$ cat config.mk
export PLATFORM = sky130hd
export DESIGN_NAME = sobol_ctrl
export DESIGN_NICKNAME = d
export VERILOG_FILES = /design/src/rtl/sobol_ctrl_pkg.sv /design/src/rtl/sobol_lsz.sv /design/src/rtl/sobol_ctrl.sv
export SDC_FILE = /design/constraint.sdc
export NUM_CORES = 1
export LEC_CHECK = 0
export ABC_AREA = 1
export ABC_CLOCK_PERIOD_IN_PS = 6070
export BUFFER_PORTS_ARGS = -buffer_cell sky130_fd_sc_hd__clkbuf_2
export CELL_PAD_IN_SITES_DETAIL_PLACEMENT = 1
export CELL_PAD_IN_SITES_GLOBAL_PLACEMENT = 1
export CORE_MARGIN = 2
export CORE_UTILIZATION = 43
export CTS_CLUSTER_DIAMETER = 30
export DETAILED_ROUTE_END_ITERATION = 10
export PLACE_DENSITY = 0.87
export SLEW_MARGIN = 20
export SYNTH_ARGS = -nofsm -noshare
export SYNTH_HDL_FRONTEND = slang
export SYNTH_HIERARCHICAL = 1
export SYNTH_SLANG_ARGS = --single-unit
$ cat constraint.sdc
create_clock -name clk -period 6.07 [get_ports clk]
set_clock_uncertainty 0.05 [all_clocks]
set_input_delay 0.607 -clock clk [delete_from_list [all_inputs] [get_ports clk]]
set_output_delay 0.607 -clock clk [all_outputs]
set_load 0.005 [all_outputs]
$ cat src/rtl/sobol_ctrl_pkg.sv
// Shared definitions for the Sobol sequence controller: word widths and FSM states.
package sobol_ctrl_pkg;

    // Width of the random word, the direction vectors and the step counter.
    localparam int INWD    = 8;
    // Width of a direction-vector index.
    localparam int LOGINWD = $clog2(INWD);

    typedef enum logic [1:0] {
        StIdle,
        StRun,
        StDone
    } state_t;

endpackage

$ cat src/rtl/sobol_lsz.sv
// Least-significant-zero detector: returns the index of the lowest clear bit.
// An all-ones input maps to the top index, the natural last Gray-code step.
module sobol_lsz #(
    parameter int INWD    = 8,
    parameter int LOGINWD = 3
) (
    input  logic [INWD-1:0]    value,
    output logic [LOGINWD-1:0] idx
);

    // Scan from MSB down so the lowest clear bit is the last one written.
    always_comb begin
        idx = LOGINWD'(INWD - 1);
        for (int i = INWD - 1; i >= 0; i--) begin
            if (!value[i]) begin
                idx = LOGINWD'(i);
            end
        end
    end

endmodule

$ cat src/rtl/sobol_ctrl.sv
// Sobol run controller: sequences a fixed number of generator steps, selects the
// direction vector for each step and owns the writable direction-vector table.
module sobol_ctrl
    import sobol_ctrl_pkg::*;
#(
    parameter int INWD    = sobol_ctrl_pkg::INWD,
    parameter int LOGINWD = sobol_ctrl_pkg::LOGINWD
) (
    input  logic                      clk,
    input  logic                      rst,
    input  logic                      start,
    input  logic                      stop,
    input  logic [INWD-1:0]           len,
    input  logic                      dv_wr_en,
    input  logic [LOGINWD-1:0]        dv_wr_idx,
    input  logic [INWD-1:0]           dv_wr_data,
    output logic                      enable,
    output logic [LOGINWD-1:0]        vecIdx,
    output logic [INWD-1:0][INWD-1:0] dirVec,
    output logic                      busy,
    output logic                      done,
    output logic                      dv_wr_err
);

    state_t              state;
    logic [INWD-1:0]     cnt;
    // One bit wider than len so that len==0 can encode a full 2^INWD-step run.
    logic [INWD:0]       remaining;
    logic [LOGINWD-1:0]  lsz_idx;

    sobol_lsz #(
        .INWD    (INWD),
        .LOGINWD (LOGINWD)
    ) u_lsz (
        .value (cnt),
        .idx   (lsz_idx)
    );

    // Run sequencing; enable/busy/done are registered alongside the state.
    always_ff @(posedge clk or posedge rst) begin
        if (rst) begin
            state     <= StIdle;
            cnt       <= '0;
            remaining <= '0;
            enable    <= 1'b0;
            busy      <= 1'b0;
            done      <= 1'b0;
            dv_wr_err <= 1'b0;
        end else begin
            done      <= 1'b0;
            dv_wr_err <= dv_wr_en && (state == StRun);
            unique case (state)
                StIdle: begin
                    if (start) begin
                        state     <= StRun;
                        cnt       <= '0;
                        remaining <= (len == '0) ? {1'b1, {INWD{1'b0}}} : {1'b0, len};
                        enable    <= 1'b1;
                        busy      <= 1'b1;
                    end
                end
                StRun: begin
                    cnt       <= cnt + INWD'(1);
                    remaining <= remaining - (INWD + 1)'(1);
                    // Abort wins over normal completion and suppresses done.
                    if (stop) begin
                        state  <= StIdle;
                        enable <= 1'b0;
                        busy   <= 1'b0;
                    end else if (remaining == (INWD + 1)'(1)) begin
                        state  <= StDone;
                        enable <= 1'b0;
                        busy   <= 1'b0;
                        done   <= 1'b1;
                    end
                end
                StDone: begin
                    state <= StIdle;
                end
                default: begin
                    state  <= StIdle;
                    enable <= 1'b0;
                    busy   <= 1'b0;
                end
            endcase
        end
    end

    // Direction-vector table: reset to van der Corput, writable only outside a run.
    always_ff @(posedge clk or posedge rst) begin
        if (rst) begin
            for (int i = 0; i < INWD; i++) begin
                dirVec[i] <= INWD'(1) << (INWD - 1 - i);
            end
        end else if (dv_wr_en && (state != StRun)) begin
            dirVec[dv_wr_idx] <= dv_wr_data;
        end
    end

    // Vector select is only meaningful while stepping; parked at zero otherwise.
    always_comb begin
        vecIdx = enable ? lsz_idx : '0;
    end

endmodule
-- Word level (Yosys, flattened, before mapping)
Index checks and enable logic that the tools add are counted.
- mux-type cells: 27
- bitwise logic cells: 1
- $lt $le $gt $ge: 2
- add/subtract/negate cells: 2
- equal/unequal tests: 6
- reduce and logical (&&, ||, !) cells: 9
- operator list (cell ; number):
    bitwise mux 64 bit ; 1
    demux 8 bit (select 3 bit) ; 1
    2-to-1 mux 9 bit ; 2
    case mux 9 bit (2 select lines) ; 1
    2-to-1 mux 8 bit ; 2
    case mux 8 bit (2 select lines) ; 1
    2-to-1 mux 3 bit ; 5
    2-to-1 mux 2 bit ; 5
    == test 9 x 1 -> 1 bit, second input constant ; 1
    subtractor 9 x 1 -> 9 bit, second input constant ; 1
    adder 8 x 1 -> 8 bit, second input constant ; 1
    logical NOT 8 bit ; 1
    2-to-1 mux 1 bit ; 7
    < comparator 3 x 4 -> 1 bit, second input constant ; 1
    case mux 2 bit (2 select lines) ; 1
    AND reduction 2 bit ; 2
    >= comparator 3 x 1 -> 1 bit, second input constant ; 1
    logical AND 1 bit ; 3
    inequality test 3 x 2 -> 1 bit, second input constant ; 1
    case mux 1 bit (3 select lines) ; 1
    AND reduction 3 bit ; 1
    == test 2 x 1 -> 1 bit, second input constant ; 1
    == test 2 bit, second input constant ; 1
    logical NOT 2 bit ; 1
    4 further kinds ; 4
- output and inout port bits: 71
- input port bits: 24
- word-level logic and storage cells: 61
- flip-flop bits (word level): 86

-- Longest topological paths before layout
Gate-level depths: netlist of the first run.
- depth in word-level cells: 8
- mapped depth: 9
- gate-level depth less buffers: 9

-- By module
Netlist of the first run, hierarchy kept.
- by module, submodules not included (module ; instances ; area an instance (um2) ; cells an instance):
    sobol_ctrl ; 1 ; 3774.9 ; 381
    sobol_lsz ; 1 ; 51.3 ; 12

-- Least setup slack after synthesis of the first run
Ideal clock, no wire load.
- path type: input to register
- start point: in dv_wr_en
- end point: reg dirVec[57] in the netlist's numbering
- data required time: 5.896 ns
- slack: 4.495 ns
- cell stages on the path: 6
- arrival: 1.401 ns
- setup time: 0.124 ns
- cell sequence: inv_1 > nor2_8 > nand4_4 > buf_6 > nand2_1 > o21ai_2
- word-level cells in the longest chain between the ends: 1
- ends and longest elaborated chain (element ; line ; RTL):
    start: declaration ; sobol_ctrl.sv:14 ; input logic dv_wr_en,
    logical AND 1 bit ; sobol_ctrl.sv:95 ; end else if (dv_wr_en && (state != StRun)) begin
    end signal: indexed assignment ; sobol_ctrl.sv:93 ; dirVec[i] <= INWD'(1) << (INWD - 1 - i);
    end signal: indexed assignment ; sobol_ctrl.sv:96 ; dirVec[dv_wr_idx] <= dv_wr_data;
    end: declaration ; sobol_ctrl.sv:19 ; output logic [INWD-1:0][INWD-1:0] dirVec,
Every way passes these cells.
A chain may end at the register's enable or synchronous reset.

-- Final worst setup path of the first run
- start point: reg cnt[5]
- end point: out vecIdx[0]
- word-level cells in the longest chain between the ends: 7
- ends and longest elaborated chain (element ; line ; RTL):
    start: declaration ; sobol_ctrl.sv:26 ; logic [INWD-1:0] cnt;
    start signal: assignment ; sobol_ctrl.sv:63 ; cnt <= cnt + INWD'(1);
    2-to-1 mux 2 bit (2 in a row) ; sobol_lsz.sv:15 ; if (!value[i]) begin
    2-to-1 mux 3 bit (4 in a row) ; sobol_lsz.sv:15 ;
    via lsz_idx[0] ; sobol_ctrl.sv:29 ; logic [LOGINWD-1:0] lsz_idx;
    2-to-1 mux 3 bit ; sobol_ctrl.sv:102 ; vecIdx = enable ? lsz_idx : '0;
    end: declaration ; sobol_ctrl.sv:18 ; output logic [LOGINWD-1:0] vecIdx,
The timed path passes the listed nets, and every way through them passes these cells.

==> results of run 1 <==
per-layer routing:
metal / part of all wire (%) / wire length, um / vias to the layer above
met5: 0 / 0 / -
met4: 1.4 / 137 / 0
met3: 4.3 / 414 / 14
li1: - / - / 1456
met1: 45 / 4380 / 1470
met2: 49 / 4780 / 71
critical path, stage by stage (launching register included):
cell	delay [ps]
dfrtp_1	450
nand2_1	90
nand2_1	50
nand2_1	50
nand2_1	60
a21oi_2	110
nand2_1	60
inv_1	60
clkbuf_2	100
flip-flops by register name (all words and copies together) (netlist names):
name,cells
done,1
dirVec,64
dv_wr_err,1
remaining,9
state,2
busy,1
cnt,7
layout make-up:
cell class,instances,area (um2),share of cell area (%)
flip-flops and latches,85,2140,47.8
multi-input cells,254,1390,31.1
repair buffers,95,482,10.8
inverters,38,149,3.33
well taps,108,135,3.03
clock buffers,10,128,2.86
clock inverters,6,47.5,1.06
report_power, final:
group / internal (mW) / switching (mW)
Combinational: 0.227 / 0.305
Clock: 0.151 / 0.214
Sequential: 0.745 / 0.124
worst min-delay path by stage:
stage | slack [ps] | depth (start not counted) | from | to
2_1_floorplan | 410 | 2 | dirVec[49] | dirVec[49]
3_3_place_gp | 410 | 2 | dirVec[7] | dirVec[7]
3_5_place_dp | 420 | 2 | dirVec[39] | dirVec[39]
4_1_cts | 390 | 2 | stop | done
5_1_grt | 390 | 2 | stop | done
6_report | 390 | 3 | rst | dirVec[54]
through the flow:
stage | power (mW) | util (%)
detailed placement | 1.42 | 49.7
CTS | 1.78 | 51.7
finish | 1.76 | 51.7
global route | 1.89 | 51.7
global placement | 1.37 | 49.7
floorplan | 1.16 | -
==> flow_summary.json, run 1 <==
{
  "status": "complete, no violations",
  "hp-class": "in2async",
  "hold_buffers": 0,
  "vias": 3011,
  "drt-total-wl_um": 9710,
  "hold_viol": 0,
  "finalCritPeriodShare_pct": 33.5,
  "timing.critical_path.to": "vecIdx[0]",
  "htree_num_levels": 3,
  "cts.repair.resized": 0,
  "avgSynthCellArea_um2": 9.73,
  "setup_viol": 0,
  "avgViaCountPerCell": 5.05,
  "fp.coreArea_mm2": 0.00864,
  "dp_worst_setup_slack_ps": 4180,
  "placed_cells": 580,
  "synth_area_mm2": 0.00378,
  "hpwlAfterDp_um": 7040,
  "ff2ff_setup_slack_ps": 4180,
  "drc": 0,
  "power_leakage_nw": 2.28,
  "clock_latency_ps": 350,
  "drv_slew": 0,
  "fmax_mhz": 492,
  "path_class": "reg2out",
  "clkSinkCount": 85,
  "layout_commonest_cell": "nand2_1",
  "fin_crit_ps": 2030,
  "fillerInstances": 1044,
  "ir_drop_mv": 0.180,
  "ys_warn_count": 6,
  "design_area_mm2": 0.00447,
  "overflow": 0,
  "fin_hold_ws_ps": 388,
  "placement.cell_area_mm2": 0.00429,
  "use_met3_pct": 4.22,
  "timing.critical_path.from": "cnt[5]",
  "core.rowCount": 34,
  "layout_common_cells": "115 x nand2_1, 94 x clkbuf_2, 77 x dfrtp_1",
  "initial_core_util_pct": 43.8,
  "antenna_found_initial": 0,
  "die_x_um": 97.8,
  "grt_pass1_wl_um": 15900,
  "use_met1_pct": 27.5,
  "diodes": 0,
  "ant_nets": 0,
  "portBuffers": 94,
  "grt_usage_pct": 21.0,
  "slew_headroom_pct": 49.3,
  "dr.pass1.iters": 4,
  "start_kind": "register",
  "path_max_fanout": 6,
  "power.density_mw_per_mm2": 395,
  "rsz0062_at_grt": "false",
  "die_h_um": 97.8,
  "area_growth_pct": 18.0,
  "grt.busiest_layer": "met2",
  "cts.path.max_buffers": 2,
  "use_met2_pct": 35.4,
  "syn_nets": 416,
  "synthCells": 389,
  "critPathArrivalTime_ps": 1380,
  "drive_gt1_share_pct": 32.0,
  "ff2ff_path_depth": 6,
  "r2r-end": "dirVec[57]",
  "nets": 510,
  "drtIter0Drc": 105,
  "cts_root_buffer": "clkbuf_8",
  "cts_setup_buffers": 0,
  "fin_setup_tns_ps": 0,
  "place_congestion": 0.774,
  "cap_violations": 0,
  "worst_ep_required_time_ps": 5410,
  "timing.rr.start": "state[0]",
  "tightest_slew_ps": 761,
  "cts_made_buffers": 9,
  "wire_per_inst_um": 16.3,
  "dieArea_mm2": 0.00957,
  "grt_pass1_vias": 3108,
  "stdcell_count": 596,
  "cts_tree": "built",
  "end_kind": "primary output",
  "clkTransAtPathRegs_ps": 90,
  "grt_max_degree": 86,
  "setup_ws_ps": 4040,
  "io_pins": 95
}
No activity file was read; power rests on OpenSTA's default activity.
==> run 2, diff against run 1 <==
Settings changed: ABC_AREA 1 to 0, ABC_CLOCK_PERIOD_IN_PS 6070 to 1640, CORE_UTILIZATION 43 to 37, PLACE_DENSITY 0.87 to 0.78.
Clock period 6.07 ns to 1.64 ns, I/O delays scaled along.
==> flow_summary.json, run 2 <==
{
  "setup_ws_ps": -8.27,
  "drv_slew": 0,
  "pwr-share-seq_pct": 46.1,
  "core.rowCount": 35,
  "critical_path.top_delay_family": "simple AND/OR/NAND/NOR gates",
  "worst_ep_required_time_ps": 1820,
  "critPathArrivalTime_ps": 1830,
  "grt_pass1_vias": 2911,
  "hold_viol": 0,
  "syn_nets": 299,
  "fin_hold_ws_ps": 6.11,
  "portBuffers": 94,
  "drc": 0,
  "cts_tree": "built",
  "fp.coreArea_mm2": 0.00928,
  "grt_usage_pct": 19.2,
  "finalCritPeriodShare_pct": 101,
  "switching_share_pct": 32.4,
  "dieArea_mm2": 0.0105,
  "die_x_um": 102,
  "p_switching_mw": 2.39,
  "hp-class": "in2reg",
  "largest-register": "dirVec",
  "clkSinkCount": 85,
  "reg.largest.list": "dirVec: 64 flops, remaining: 9 flops, cnt: 7 flops",
  "avgSynthCellArea_um2": 13.1,
  "power.density_mw_per_mm2": 1550,
  "area_growth_pct": 32.8,
  "synth_area_mm2": 0.00357,
  "status": "finished with violations",
  "path_class": "reg2reg",
  "cp_cell_sequence": "nand2b_1 > and3_2 > nand2_2 > mux2_2",
  "dr.pass1.iters": 4,
  "stdcell_count": 533,
  "place_congestion": 0.774,
  "timing.critical_path.from": "state[1]",
  "grt_max_degree": 86,
  "clkPwrFrac_pct": 20.9,
  "cts.path.max_buffers": 2,
  "avgViaCountPerCell": 5.05,
  "htree_num_levels": 3,
  "diodes": 0,
  "end_kind": "register",
  "initial_core_util_pct": 38.5,
  "comb_power_share_pct": 32.9,
  "clock_latency_ps": 350,
  "layout_common_cells": "94 x clkbuf_2, 74 x dfrtp_1, 57 x mux2_2",
  "crit_slowest_cell": "dfrtp_1",
  "fmax_mhz": 607,
  "cts_made_buffers": 9,
  "grt_pass1_wl_um": 15200,
  "ir_drop_mv": 0.619,
  "clkTransAtPathRegs_ps": 90,
  "ys_warn_count": 6,
  "synthCells": 272,
  "hpwlAfterDp_um": 6870,
  "drt-total-wl_um": 9490,
  "vias": 2693,
  "cap_violations": 0,
  "wire_per_inst_um": 17.8,
  "placement.cell_area_mm2": 0.00438,
  "path_buf_inv": 0,
  "drive_gt1_share_pct": 56.2,
  "violations": "negative setup slack",
  "largest_reg_flops": 64,
  "design_area_mm2": 0.00474,
  "die_h_um": 102,
  "antenna_found_initial": 0,
  "fin_crit_ps": 1650,
  "overflow": 0,
  "p_int_mw": 4.98,
  "nets": 426,
  "cts_root_buffer": "clkbuf_8",
  "start_kind": "register",
  "placed_cells": 510,
  "cpPeakStageDelay_ps": 400,
  "ff2ff_setup_slack_ps": -8,
  "ant_nets": 0,
  "tightest_slew_ps": 464,
  "slew_headroom_pct": 69.1,
  "io_pins": 95,
  "drtIter0Drc": 55,
  "layout_commonest_cell": "clkbuf_2",
  "path_max_fanout": 8,
  "power_leakage_nw": 2.29,
  "hold_start": "len[3]",
  "timing.rr.start": "state[1]",
  "setup_viol": 3,
  "rsz0062_at_grt": "true"
}
==> run 2: worst min-delay path: stages <==
cell	delay (ps)
clkbuf_2	90
a22oi_1	70
nand2_1	60
==> run 2: final timing paths <==
kind / endpoint / depth (start not counted)
max in group asynchronous: dirVec[49] / 4
setup reg to reg: dirVec[30] / 4
hold reg to reg: cnt[6] / 1
min in group asynchronous: dirVec[23] / 4
hold / removal: remaining[3] / 3
setup / recovery: dirVec[30] / 4
==> run 2: metrics by stage <==
stage,util (%),setup WS [ps],TNS (ps),power [mW]
3_3_place_gp,47.2,17.7,0,5.61
3_5_place_dp,47.2,-43.6,-426,5.78
5_1_grt,51.1,-65.4,-915,7.91
4_1_cts,50.1,-9.33,-25.4,7.37
2_1_floorplan,-,6.39,0,4.48
6_report,51.1,-8.27,-14.2,7.37
==> run 2: layout make-up <==
class                           instances  area, um2
Timing Repair Buffer                  122        759
Sequential cell                        85       2140
Inverter                                7       30.0
Tap cell                              129        161
Clock inverter                          6       71.3
Multi-Input combinational cell        174       1440
Clock buffer                           10        138
Fill cell                            1008       4540
==> run 2: what timing repair did <==
| action | 4_1_cts | 5_1_grt |
|---|---|---|
| pin swaps | 0 | 9 |
| hold buffers | 4 | 0 |
| resized for setup | 3 | 27 |
| endpoints found under the setup margin | 24 | 36 |
| hold endpoints to repair | 81 | 0 |
| buffers inserted | 2 | 1 |
==> run 2: power by group through the flow <==
stage,Clock (mW),Sequential [mW],Combinational [mW]
2_1_floorplan,0,3.41,1.08
3_3_place_gp,0,3.38,2.23
3_5_place_dp,0,3.43,2.35
4_1_cts,1.59,3.39,2.39
5_1_grt,1.66,3.52,2.73
6_report,1.54,3.40,2.43
==> run 2: metal layers <==
layer	vias up	routed length (um)	global-route usage, %	share of wire (%)
met1	1375	3830	22.5	40
met3	11	419	3.49	4.4
met4	0	141	5.64	1.5
li1	1233	-	-	-
met2	74	5100	35.8	54
met5	-	0	0	0
==> run 3, diff against run 2 <==
Settings changed: REMOVE_ABC_BUFFERS from default to 1.
==> flow_summary.json, run 3 (synthesized netlist as in run 2, its figures left out) <==
{
  "clkSinkCount": 85,
  "clkTransAtPathRegs_ps": 100,
  "violations": "negative setup slack",
  "p_int_mw": 4.80,
  "path_buf_inv": 2,
  "power_leakage_nw": 2.30,
  "fp.coreArea_mm2": 0.00928,
  "core.rowCount": 35,
  "power_mw": 7.24,
  "worst_ep_required_time_ps": 1840,
  "cap_violations": 0,
  "cts.path.max_buffers": 2,
  "critPathArrivalTime_ps": 1850,
  "layout_common_cells": "94 x clkbuf_2, 74 x dfrtp_1, 55 x mux2_2",
  "hold_viol": 0,
  "cp_cell_sequence": "and2b_1 > nor3_2 > buf_4 > nand2_4 > buf_6 > mux2_2",
  "crit_slowest_cell": "dfrtp_1",
  "drv_slew": 0,
  "layout_commonest_cell": "clkbuf_2",
  "path_max_fanout": 6,
  "p_switching_mw": 2.44,
  "die_x_um": 102,
  "dieArea_mm2": 0.0105,
  "clock_latency_ps": 350,
  "grt_max_degree": 86,
  "multi_input_area_mm2": 0.00145,
  "dr.pass1.iters": 4,
  "antenna_found_initial": 0,
  "status": "finished with violations",
  "rsz0062_at_grt": "true",
  "stdcell_count": 533,
  "fin_setup_tns_ps": -12.9,
  "nets": 426,
  "die_h_um": 102,
  "fin_hold_ws_ps": 28.8,
  "setup_viol": 3,
  "cts_made_buffers": 9,
  "cts_tree": "built",
  "pwr-share-seq_pct": 46.8,
  "fin_util_pct": 50.4,
  "comb_power_share_pct": 34.3,
  "power.density_mw_per_mm2": 1550,
  "drive_gt1_share_pct": 55.2,
  "hp-class": "in2reg",
  "end_kind": "register",
  "grt_pass1_vias": 2801,
  "slew_headroom_pct": 68.9,
  "cpPeakStageDelay_ps": 390,
  "grt_usage_pct": 19.1,
  "diodes": 0,
  "reg.largest.list": "dirVec: 64 flops, remaining: 9 flops, cnt: 7 flops",
  "hpwlAfterDp_um": 6910,
  "ant_nets": 0,
  "overflow": 0,
  "htree_num_levels": 3,
  "tightest_slew_ps": 466,
  "wire_per_inst_um": 18.6,
  "switching_share_pct": 33.7,
  "critical_path.top_delay_family": "simple AND/OR/NAND/NOR gates",
  "avgViaCountPerCell": 5.04,
  "io_pins": 95,
  "cts_root_buffer": "clkbuf_8",
  "clkPwrFrac_pct": 18.8,
  "largest-register": "dirVec",
  "path_class": "reg2reg",
  "start_kind": "register",
  "portBuffers": 94,
  "place_congestion": 0.847,
  "placed_cells": 510,
  "drc": 0,
  "fin_crit_ps": 1650,
  "regArea_mm2": 0.00214,
  "area_growth_pct": 31.1,
  "fmax_mhz": 607,
  "finalCritPeriodShare_pct": 100,
  "fillerInstances": 1046,
  "drtIter0Drc": 57,
  "initial_core_util_pct": 38.5,
  "largest_reg_flops": 64,
  "vias": 2685,
  "grt_pass1_wl_um": 15000,
  "setup_ws_ps": -7.51,
  "drt-total-wl_um": 9910,
  "ir_drop_mv": 0.611
}
run 3: per-layer routing:
| layer | GRT usage (%) | wire length (um) | up-vias |
|---|---|---|---|
| li1 | - | - | 1231 |
| met1 | 25.0 | 4290 | 1368 |
| met2 | 31.1 | 5040 | 69 |
| met3 | 3.56 | 361 | 17 |
| met4 | 8.62 | 224 | 0 |
| met5 | 0 | 0 | - |
run 3: repair_timing:
action                                 in CTS  in global routing
setup endpoints to repair                  16                 64
setup buffers                               0                  5
endpoints found under the hold margin      80                  0
gates resized for setup                     3                 31
pin swaps                                   0                  5
hold buffers                                3                  0
run 3: path summary, 6_finish.rpt:
path                          start            to  slack [ps]  depth (start not counted)
setup reg to reg           state[1]     dirVec[0]          -8                          6
min in group asynchronous       rst        cnt[5]         390                          4
max in group asynchronous       rst    dirVec[49]         750                          4
hold / removal               len[7]  remaining[7]          30                          3
setup / recovery           state[1]     dirVec[0]          -8                          6
hold reg to reg              cnt[6]        cnt[6]         440                          1
run 3: area by class of cell:
cell class                      instances  share of cell area [%]
Clock buffer                           10                    2.73
Multi-Input combinational cell        174                    30.9
Inverter                                7                   0.588
Tap cell                              129                    3.45
Sequential cell                        85                    45.7
Timing Repair Buffer                  122                    15.6
Clock inverter                          6                    1.02
run 3: metrics by stage:
stage,setup slack [ps],cell area (um2)
global route,-105,4680
CTS,-25.4,4560
detailed placement,-47.1,4350
floorplan,-754,3530
finish,-7.51,4680
global placement,14.9,4350
run 3: tightest hold or removal path, cell delays in order:
cell and delay (ps):
clkbuf_2 110, a32oi_1 60, nand2_1 50
run 3: power by group through the flow:
stage | clock [mW] | sequential [mW] | combinational, mW
after CTS | 1.39 | 3.39 | 2.38
after global placement | 0 | 3.37 | 2.26
final | 1.36 | 3.39 | 2.49
after floorplan | 0 | 3.41 | 1.04
after global routing | 1.49 | 3.49 | 2.73
after detailed placement | 0 | 3.43 | 2.36
